===== src/rtl/switch_pkg.sv =====
// Shared switch definitions: default link geometry, VC index / credit counter
// types, the credit-return FSM state type and an index-width helper.
package switch_pkg;

  localparam int unsigned SW_NUM_VCS      = 2;
  localparam int unsigned SW_BUFFER_DEPTH = 8;
  localparam int unsigned SW_VC_W         = (SW_NUM_VCS > 1) ? $clog2(SW_NUM_VCS) : 1;
  localparam int unsigned SW_CNT_W        = $clog2(SW_BUFFER_DEPTH + 1);

  typedef logic [SW_VC_W-1:0]  vc_t;
  typedef logic [SW_CNT_W-1:0] credit_cnt_t;

  typedef enum logic {
    CR_IDLE,
    CR_SEND
  } credit_state_t;

  // Width of an index over n items; a single item still needs one bit.
  function automatic int unsigned idx_width(input int unsigned n);
    return (n > 1) ? $clog2(n) : 1;
  endfunction

endpackage


===== src/rtl/vc_credit_returner_if.sv =====
// Bundle for vc_credit_returner: flit arrival/dequeue notifications in,
// credit channel (valid/vc/ready) out, per-VC occupancy and error flags out.
//   master : environment side (drives flit_*, credit_ready)
//   slave  : credit returner side (drives credit_valid/vc, occupancy, err_*)
interface vc_credit_returner_if
  import switch_pkg::*;
#(
  parameter int unsigned NUM_VCS      = SW_NUM_VCS,
  parameter int unsigned BUFFER_DEPTH = SW_BUFFER_DEPTH
);
  localparam int unsigned VW = idx_width(NUM_VCS);
  localparam int unsigned CW = $clog2(BUFFER_DEPTH + 1);

  logic                        flit_valid_in;
  logic [VW-1:0]               flit_vc_in;
  logic [NUM_VCS-1:0]          flit_dequeue;
  logic                        credit_valid;
  logic [VW-1:0]               credit_vc;
  logic                        credit_ready;
  logic [NUM_VCS-1:0][CW-1:0]  occupancy;
  logic                        err_overflow;
  logic                        err_underflow;

  modport master (
    output flit_valid_in, flit_vc_in, flit_dequeue, credit_ready,
    input  credit_valid, credit_vc, occupancy, err_overflow, err_underflow
  );

  modport slave (
    input  flit_valid_in, flit_vc_in, flit_dequeue, credit_ready,
    output credit_valid, credit_vc, occupancy, err_overflow, err_underflow
  );

endinterface


===== src/rtl/vc_rr_select.sv =====
// Combinational round-robin VC picker.
//   i_mask        : per-VC request (e.g. pending credits nonzero)
//   i_rr_ptr      : last granted VC; search begins at i_rr_ptr+1 and wraps
//   o_grant_valid : any request present
//   o_grant_vc    : chosen VC
module vc_rr_select #(
  parameter int unsigned NUM_VCS = 2,
  parameter int unsigned VW      = 1
) (
  input  logic [NUM_VCS-1:0] i_mask,
  input  logic [VW-1:0]      i_rr_ptr,
  output logic               o_grant_valid,
  output logic [VW-1:0]      o_grant_vc
);

  int unsigned w_dist;
  int unsigned w_best;

  // Pick the requester with the smallest forward distance from rr_ptr+1.
  always_comb begin
    o_grant_valid = 1'b0;
    o_grant_vc    = '0;
    w_best        = NUM_VCS;
    w_dist        = 0;
    for (int unsigned v = 0; v < NUM_VCS; v++) begin
      w_dist = (v + NUM_VCS - 1 - 32'(i_rr_ptr)) % NUM_VCS;
      if (i_mask[v] && (w_dist < w_best)) begin
        w_best        = w_dist;
        o_grant_valid = 1'b1;
        o_grant_vc    = VW'(v);
      end
    end
  end

endmodule


===== src/rtl/vc_credit_returner.sv =====
// Receive-side credit bookkeeping for one switch input port.
// Tracks per-VC buffer occupancy and credits owed upstream, returning owed
// credits one per cycle, round-robin across VCs, over the credit channel.
// Ports:
//   clk, rst : clock, synchronous active-high reset
//   cr_if    : vc_credit_returner_if.slave (flit arrival/dequeue in,
//              credit_valid/credit_vc/credit_ready, occupancy, err_* out)
// Build option: define CREDIT_CHECK_EN to enable overflow/underflow guards
// and sticky error flags; otherwise flags are 0 and counters wrap.
module vc_credit_returner
  import switch_pkg::*;
#(
  parameter int unsigned NUM_VCS      = SW_NUM_VCS,
  parameter int unsigned BUFFER_DEPTH = SW_BUFFER_DEPTH
) (
  input  logic               clk,
  input  logic               rst,
  vc_credit_returner_if.slave cr_if
);

  localparam int unsigned VW = idx_width(NUM_VCS);
  localparam int unsigned CW = $clog2(BUFFER_DEPTH + 1);

  credit_state_t              r_state;
  credit_state_t              w_state_nxt;
  logic [NUM_VCS-1:0][CW-1:0] r_occ;
  logic [NUM_VCS-1:0][CW-1:0] r_pend;
  logic [VW-1:0]              r_credit_vc;
  logic [VW-1:0]              r_rr_ptr;
  logic                       r_err_ovf;
  logic                       r_err_unf;

  logic [NUM_VCS-1:0]         w_arrive;
  logic [NUM_VCS-1:0]         w_ovf;
  logic [NUM_VCS-1:0]         w_unf;
  logic [NUM_VCS-1:0]         w_inc_occ;
  logic [NUM_VCS-1:0]         w_deq;
  logic [NUM_VCS-1:0]         w_dec_pend;
  logic [NUM_VCS-1:0]         w_sel_mask;
  logic [VW-1:0]              w_sel_ptr;
  logic                       w_xfer;
  logic                       w_grant_valid;
  logic [VW-1:0]              w_grant_vc;

  assign w_xfer = (r_state == CR_SEND) && cr_if.credit_ready;

  always_comb begin
    w_arrive   = '0;
    w_ovf      = '0;
    w_unf      = '0;
    w_dec_pend = '0;
    w_sel_mask = '0;
    for (int unsigned v = 0; v < NUM_VCS; v++) begin
      w_arrive[v]   = cr_if.flit_valid_in && (cr_if.flit_vc_in == VW'(v));
      w_dec_pend[v] = w_xfer && (r_credit_vc == VW'(v));
`ifdef CREDIT_CHECK_EN
      w_ovf[v] = w_arrive[v] &&
                 (({1'b0, r_occ[v]} + {1'b0, r_pend[v]}) == (CW+1)'(BUFFER_DEPTH));
      w_unf[v] = cr_if.flit_dequeue[v] && (r_occ[v] == '0);
`endif
    end
    w_inc_occ = w_arrive & ~w_ovf;
    w_deq     = cr_if.flit_dequeue & ~w_unf;
    // IDLE sees this cycle's dequeues (one-cycle credit latency); on a transfer
    // the mask is post-decrement pending only, so a dequeue landing in the
    // transfer cycle competes from the next cycle on.
    for (int unsigned v = 0; v < NUM_VCS; v++) begin
      if (r_state == CR_SEND)
        w_sel_mask[v] = (r_pend[v] - CW'(w_dec_pend[v])) != '0;
      else
        w_sel_mask[v] = (r_pend[v] != '0) || w_deq[v];
    end
  end

  assign w_sel_ptr = (r_state == CR_SEND) ? r_credit_vc : r_rr_ptr;

  vc_rr_select #(
    .NUM_VCS (NUM_VCS),
    .VW      (VW)
  ) u_rr_select (
    .i_mask        (w_sel_mask),
    .i_rr_ptr      (w_sel_ptr),
    .o_grant_valid (w_grant_valid),
    .o_grant_vc    (w_grant_vc)
  );

  // State register
  always_ff @(posedge clk) begin
    if (rst) r_state <= CR_IDLE;
    else     r_state <= w_state_nxt;
  end

  // Next-state logic
  always_comb begin
    w_state_nxt = r_state;
    case (r_state)
      CR_IDLE: if (w_grant_valid)            w_state_nxt = CR_SEND;
      CR_SEND: if (w_xfer && !w_grant_valid) w_state_nxt = CR_IDLE;
      default:                               w_state_nxt = CR_IDLE;
    endcase
  end

  // Outputs
  always_comb begin
    cr_if.credit_valid = (r_state == CR_SEND);
    cr_if.credit_vc    = r_credit_vc;
    cr_if.occupancy    = r_occ;
`ifdef CREDIT_CHECK_EN
    cr_if.err_overflow  = r_err_ovf;
    cr_if.err_underflow = r_err_unf;
`else
    cr_if.err_overflow  = 1'b0;
    cr_if.err_underflow = 1'b0;
`endif
  end

  // Offered VC and round-robin pointer
  always_ff @(posedge clk) begin
    if (rst) begin
      r_credit_vc <= '0;
      r_rr_ptr    <= VW'(NUM_VCS - 1);
    end else begin
      if (w_xfer) r_rr_ptr <= r_credit_vc;
      if (((r_state == CR_IDLE) || w_xfer) && w_grant_valid)
        r_credit_vc <= w_grant_vc;
    end
  end

  // Per-VC occupancy and owed-credit counters
  always_ff @(posedge clk) begin
    if (rst) begin
      r_occ  <= '0;
      r_pend <= '0;
    end else begin
      for (int unsigned v = 0; v < NUM_VCS; v++) begin
        case ({w_inc_occ[v], w_deq[v]})
          2'b10:   r_occ[v] <= r_occ[v] + CW'(1);
          2'b01:   r_occ[v] <= r_occ[v] - CW'(1);
          default: r_occ[v] <= r_occ[v];
        endcase
        case ({w_deq[v], w_dec_pend[v]})
          2'b10:   r_pend[v] <= r_pend[v] + CW'(1);
          2'b01:   r_pend[v] <= r_pend[v] - CW'(1);
          default: r_pend[v] <= r_pend[v];
        endcase
      end
    end
  end

`ifdef CREDIT_CHECK_EN
  always_ff @(posedge clk) begin
    if (rst) begin
      r_err_ovf <= 1'b0;
      r_err_unf <= 1'b0;
    end else begin
      r_err_ovf <= r_err_ovf | (|w_ovf);
      r_err_unf <= r_err_unf | (|w_unf);
    end
  end
`else
  always_ff @(posedge clk) begin
    r_err_ovf <= 1'b0;
    r_err_unf <= 1'b0;
  end
`endif

endmodule


===== src/flat_wrapper.sv =====
// flat-port wrapper written by rule: the top's interface ports become plain ports
module vc_credit_returner_flat import switch_pkg::*;
#(
  parameter int unsigned NUM_VCS      = SW_NUM_VCS,
  parameter int unsigned BUFFER_DEPTH = SW_BUFFER_DEPTH
)
  (clk, rst, cr_if_flit_valid_in, cr_if_flit_vc_in, cr_if_flit_dequeue, cr_if_credit_ready, cr_if_credit_valid, cr_if_credit_vc, cr_if_occupancy, cr_if_err_overflow, cr_if_err_underflow);
  vc_credit_returner_if #(.NUM_VCS(NUM_VCS), .BUFFER_DEPTH(BUFFER_DEPTH)) cr_if_i ();
  input  logic clk;
  input  logic rst;
  input wire logic [$bits(cr_if_i.flit_valid_in)-1:0] cr_if_flit_valid_in;
  input wire logic [$bits(cr_if_i.flit_vc_in)-1:0] cr_if_flit_vc_in;
  input wire logic [$bits(cr_if_i.flit_dequeue)-1:0] cr_if_flit_dequeue;
  input wire logic [$bits(cr_if_i.credit_ready)-1:0] cr_if_credit_ready;
  output wire logic [$bits(cr_if_i.credit_valid)-1:0] cr_if_credit_valid;
  output wire logic [$bits(cr_if_i.credit_vc)-1:0] cr_if_credit_vc;
  output wire logic [$bits(cr_if_i.occupancy)-1:0] cr_if_occupancy;
  output wire logic [$bits(cr_if_i.err_overflow)-1:0] cr_if_err_overflow;
  output wire logic [$bits(cr_if_i.err_underflow)-1:0] cr_if_err_underflow;
  assign cr_if_i.flit_valid_in = cr_if_flit_valid_in;
  assign cr_if_i.flit_vc_in = cr_if_flit_vc_in;
  assign cr_if_i.flit_dequeue = cr_if_flit_dequeue;
  assign cr_if_i.credit_ready = cr_if_credit_ready;
  assign cr_if_credit_valid = cr_if_i.credit_valid;
  assign cr_if_credit_vc = cr_if_i.credit_vc;
  assign cr_if_occupancy = cr_if_i.occupancy;
  assign cr_if_err_overflow = cr_if_i.err_overflow;
  assign cr_if_err_underflow = cr_if_i.err_underflow;
  vc_credit_returner #(.NUM_VCS(NUM_VCS), .BUFFER_DEPTH(BUFFER_DEPTH)) u_core (.clk(clk), .rst(rst), .cr_if(cr_if_i));
endmodule

===== config.mk =====
export PLATFORM = sky130hd
export DESIGN_NAME = vc_credit_returner_flat
export DESIGN_NICKNAME = d
export VERILOG_FILES = /design/src/rtl/switch_pkg.sv /design/src/rtl/vc_credit_returner_if.sv /design/src/rtl/vc_rr_select.sv /design/src/rtl/vc_credit_returner.sv /design/src/flat_wrapper.sv
export SDC_FILE = /design/constraint.sdc
export NUM_CORES = 1
export LEC_CHECK = 0
export BUFFER_PORTS_ARGS = -buffer_cell sky130_fd_sc_hd__buf_2
export CAP_MARGIN = 20
export CORE_ASPECT_RATIO = 0.9
export CORE_MARGIN = 2
export CORE_UTILIZATION = 50
export CTS_BUF_LIST = sky130_fd_sc_hd__clkbuf_8
export CTS_CLUSTER_DIAMETER = 100
export DETAILED_ROUTE_END_ITERATION = 8
export PLACE_DENSITY = 0.72
export SLEW_MARGIN = 40
export SYNTH_ARGS = -nofsm -noshare
export SYNTH_HDL_FRONTEND = slang
export SYNTH_SLANG_ARGS = --single-unit

===== constraint.sdc =====
create_clock -name clk -period 2.39 [get_ports clk]
set_input_delay 0.3585 -clock clk [delete_from_list [all_inputs] [get_ports clk]]
set_output_delay 0.3585 -clock clk [all_outputs]
set_load 0.02 [all_outputs]

==> summary.md <==
| Metric | Value |
|---|---|
| Outcome | completed |
| GRT Total Usage | 18.95% |
| Critical path cell sequence | inv_1, nor2_1, ha_1, ha_1, a21oi_1, a21oi_1, or4_1, a21oi_1 |
| CTS Sinks | 19 |
| Area grow syn2layout | 11.45% |
| Starting density of the core | 51.38% |
| Hold WC Path Type | in -> reg |
| Most common cell after layout, fill and taps aside | nor2_1 |
| CTS hold repair buffers | 0 |
| Initial antenna violation count | 0 |
| CTS clk-pin slew, worst paths | 70 ps |
| Internal | 0.0006623 W |
| Yosys reg bits | 19 |
| Reg-to-reg startpoint | u_core.cr_if.credit_vc |
| Max-slew violation count | 0 |
| Core Area | 0.002404 mm^2 |
| Post-synthesis mux area share | 0.8105% |
| CTS H-tree depth | 1 |
| Placed Area | 0.001330 mm^2 |
| Resized cells post-CTS | 0 |
| Syn avg cell area | 8.178 um^2 |
| Final global-route overflow total | 0 |
| Maximum fanout along the worst path | 4 |
| CP max stage cell | or4_1 |
| Final instance area | 0.001376 mm^2 |
| Largest family of logic cells by synthesized area | adder cells |
| Final WL | 2.400 mm |
| Final Cycle Share | 89.06% |
| Period minus WS final | 2129 ps |
| Vias in the first global route | 1049 |
| Die Y | 51.15 um |
| Setup violators final | 0 |
| Synth Cell Area | 0.001235 mm^2 |
| FF-to-FF End | u_core.r_pend[7] |
| Chip width | 56.39 um |
| Delay-heaviest family, CP | simple AND/OR/NAND/NOR gates |
| Worst EP required | 2580 ps |
| Yosys cell types | 26 |
| Synth warn | 0 |
| Row cnt | 17 |
| TritonCTS Buffers | 3 |
| Total die area | 0.002884 mm^2 |
| Net switching power | 0.0004125 W |
| Wire per inst | 12.31 um |
| Worst path arrival time | 2310 ps |
| Maxcap violations | 0 |
| CP peak stage delay | 470 ps |
| F_max | 0.4698 GHz |
| Sw Ratio | 38.38% |
| Synth Area in Compound Gates | 16.01% |
| Top-Level Pins | 19 |
| Post-synthesis cell count | 151 |
| Final Wtd Congestion | 0.8455 |
| Setup TNS | 0 ps |
| DRC | 0 |
| Largest net degree at the start of global routing | 21 |
| Internal reg-to-reg setup slack | 260 ps |
| Crit path buffers/inverters | 1 |
| Total power | 0.001075 W |
| Leakage power | 0.6384 nW |
| Sequential-to-total area share from yosys stat | 30.80% |
| RSZ-0062 raised after global routing | false |
| Worst Reg2Reg Path Length in Cells | 8 |
| Clock Path Buffers | 2 |
| Hold endpoint | u_core.r_rr_ptr |
| CP Capture Type | register |
| Xor and xnor fraction of the mapped netlist area | 5.674% |
| Number of diodes | 0 |
| Clk root buf | clkbuf_8 |
| Worst path most repeated cell | a21oi_1 |
| DRT iter0 DRCs | 20 |
| Comb power frac | 39.2% |
| Worst VDD drop | 0.5319 mV |
| First-pass GRT wire length | 4.305 mm |
| Fraction of layout cells with a size suffix above 1 | 12.57% |
| Via/cell ratio | 5.487 |
| Post-Synth Simple-Gate Area | 18.03% |
| Clock power frac | 20.7% |
| Final Skew | 1.060 ps |
| Hold depth | 3 |
| Final hold violations | 0 |
| Adder-Cell Fraction of Synth Area | 20.67% |
| Post-CTS setup buffers | 0 |
| Detail Route Antenna Nets | 0 |
| Buffers on Ports | 16 |
| Power Dens Cells | 780.9 mW/mm^2 |
| Detailed-placement wirelength estimate | 1.863 mm |
| Worst hold path startpoint | cr_if_credit_ready |
| CTS tree | yes |
| Nets | 193 |
| Critical Path Start Type | register |
| Critical setup path kind | reg -> reg |
| Seq pwr share | 40.2% |
| Drt first pass iters | 4 |
| Skew-Pair Late Insertion Delay | 250 ps |
| Most frequent cells in the layout | nor2_1 (26), a21oi_1 (22), dfxtp_1 (19), inv_1 (17), buf_2 (16) |
| Vias | 1070 |
[worst max path at each step]
stage	from	end	cells past startpoint
after global routing	u_core.cr_if.credit_vc	u_core.r_pend[7]	8
after floorplan	u_core.cr_if.credit_valid	u_core.r_pend[7]	9
after detailed placement	cr_if_credit_ready	u_core.r_pend[7]	9
after CTS	u_core.cr_if.credit_vc	u_core.r_pend[7]	8
after global placement	cr_if_credit_ready	u_core.r_pend[3]	9
final	u_core.cr_if.credit_vc	u_core.r_pend[7]	8
[worst reg2reg max path: stages (launching register included)]
cell	delay [ps]
dfxtp_1	380
inv_1	70
nor2_1	190
ha_1	230
ha_1	280
a21oi_1	180
a21oi_1	110
or4_1	470
a21oi_1	150
[cells in the mapped netlist]
library cell | n | share of area, %
or4_1 | 4 | 2.4
buf_2 | 1 | 0.40
buf_4 | 2 | 1.2
xor2_1 | 8 | 5.7
mux2i_1 | 1 | 0.81
o21ai_0 | 2 | 0.81
o32ai_1 | 1 | 0.71
a211oi_1 | 2 | 1.2
nor3_1 | 1 | 0.40
a21oi_1 | 22 | 8.9
and3_1 | 6 | 3.0
nor4_1 | 2 | 1.0
nor2_1 | 26 | 7.9
nand2_1 | 2 | 0.61
nor2b_1 | 1 | 0.51
nand2b_1 | 1 | 0.51
a31oi_1 | 1 | 0.51
ha_1 | 14 | 14
fa_1 | 4 | 6.5
conb_1 | 1 | 0.30
nand3_1 | 4 | 1.6
inv_1 | 17 | 5.2
o31ai_1 | 4 | 2.4
a211o_1 | 2 | 1.4
dfxtp_1 | 19 | 31
clkbuf_1 | 3 | 0.91
[power by group through the flow]
stage	logic [W]	clock network (W)	registers (W)
detailed placement	0.000423	0	0.000437
global route	0.000485	0.000244	0.000441
global placement	0.000406	0	0.000434
CTS	0.000425	0.000231	0.000431
finish	0.000421	0.000222	0.000432
floorplan	0.000293	0	0.000463
[through the flow]
step                utilization (%)  hold slack (ps)  instances  setup WS, ps
global route                  57.26            479.2        195         61.58
finish                        57.26            462.6        195         261.5
global placement              55.34            458.5        191         282.4
CTS                           57.26            453.4        195         278.1
floorplan                         -            435.1        152         133.3
detailed placement            55.34            460.0        191         181.6
[sequential cells by signal, indices dropped and copies added, names as in the netlist]
name and cells:
u_core.r_pend 8, u_core.cr_if.credit_vc 1, u_core.cr_if.occupancy 8, u_core.r_rr_ptr 1, u_core.cr_if.credit_valid 1
[metal layers]
layer	track usage [%]	routed length (um)
met4	4.762	16
met5	0	0
met2	35.49	1191
met1	21.70	1113
met3	4.557	79
[cells by family (layout without fill, tap and decap cells)]
family,count (synthesis),in the layout
AO/OA/AOI/OAI,34,34
multiplexers,1,1
flip-flops,19,19
AND/OR/NAND/NOR,47,47
other,1,2
XOR/XNOR,8,8
buffers and inverters,23,38
adder cells (fa/ha/maj),18,18
[final cells by class]
cell class | instances | area [um^2]
clock buffers | 3 | 41.29
clock inverters | 1 | 5.005
fillers | 233 | 1027
inverters | 17 | 63.81
multi-input cells | 110 | 763.2
flip-flops and latches | 19 | 380.4
well taps | 28 | 35.03
repair buffers | 17 | 87.58
No activity file was read; power rests on OpenSTA's default activity.
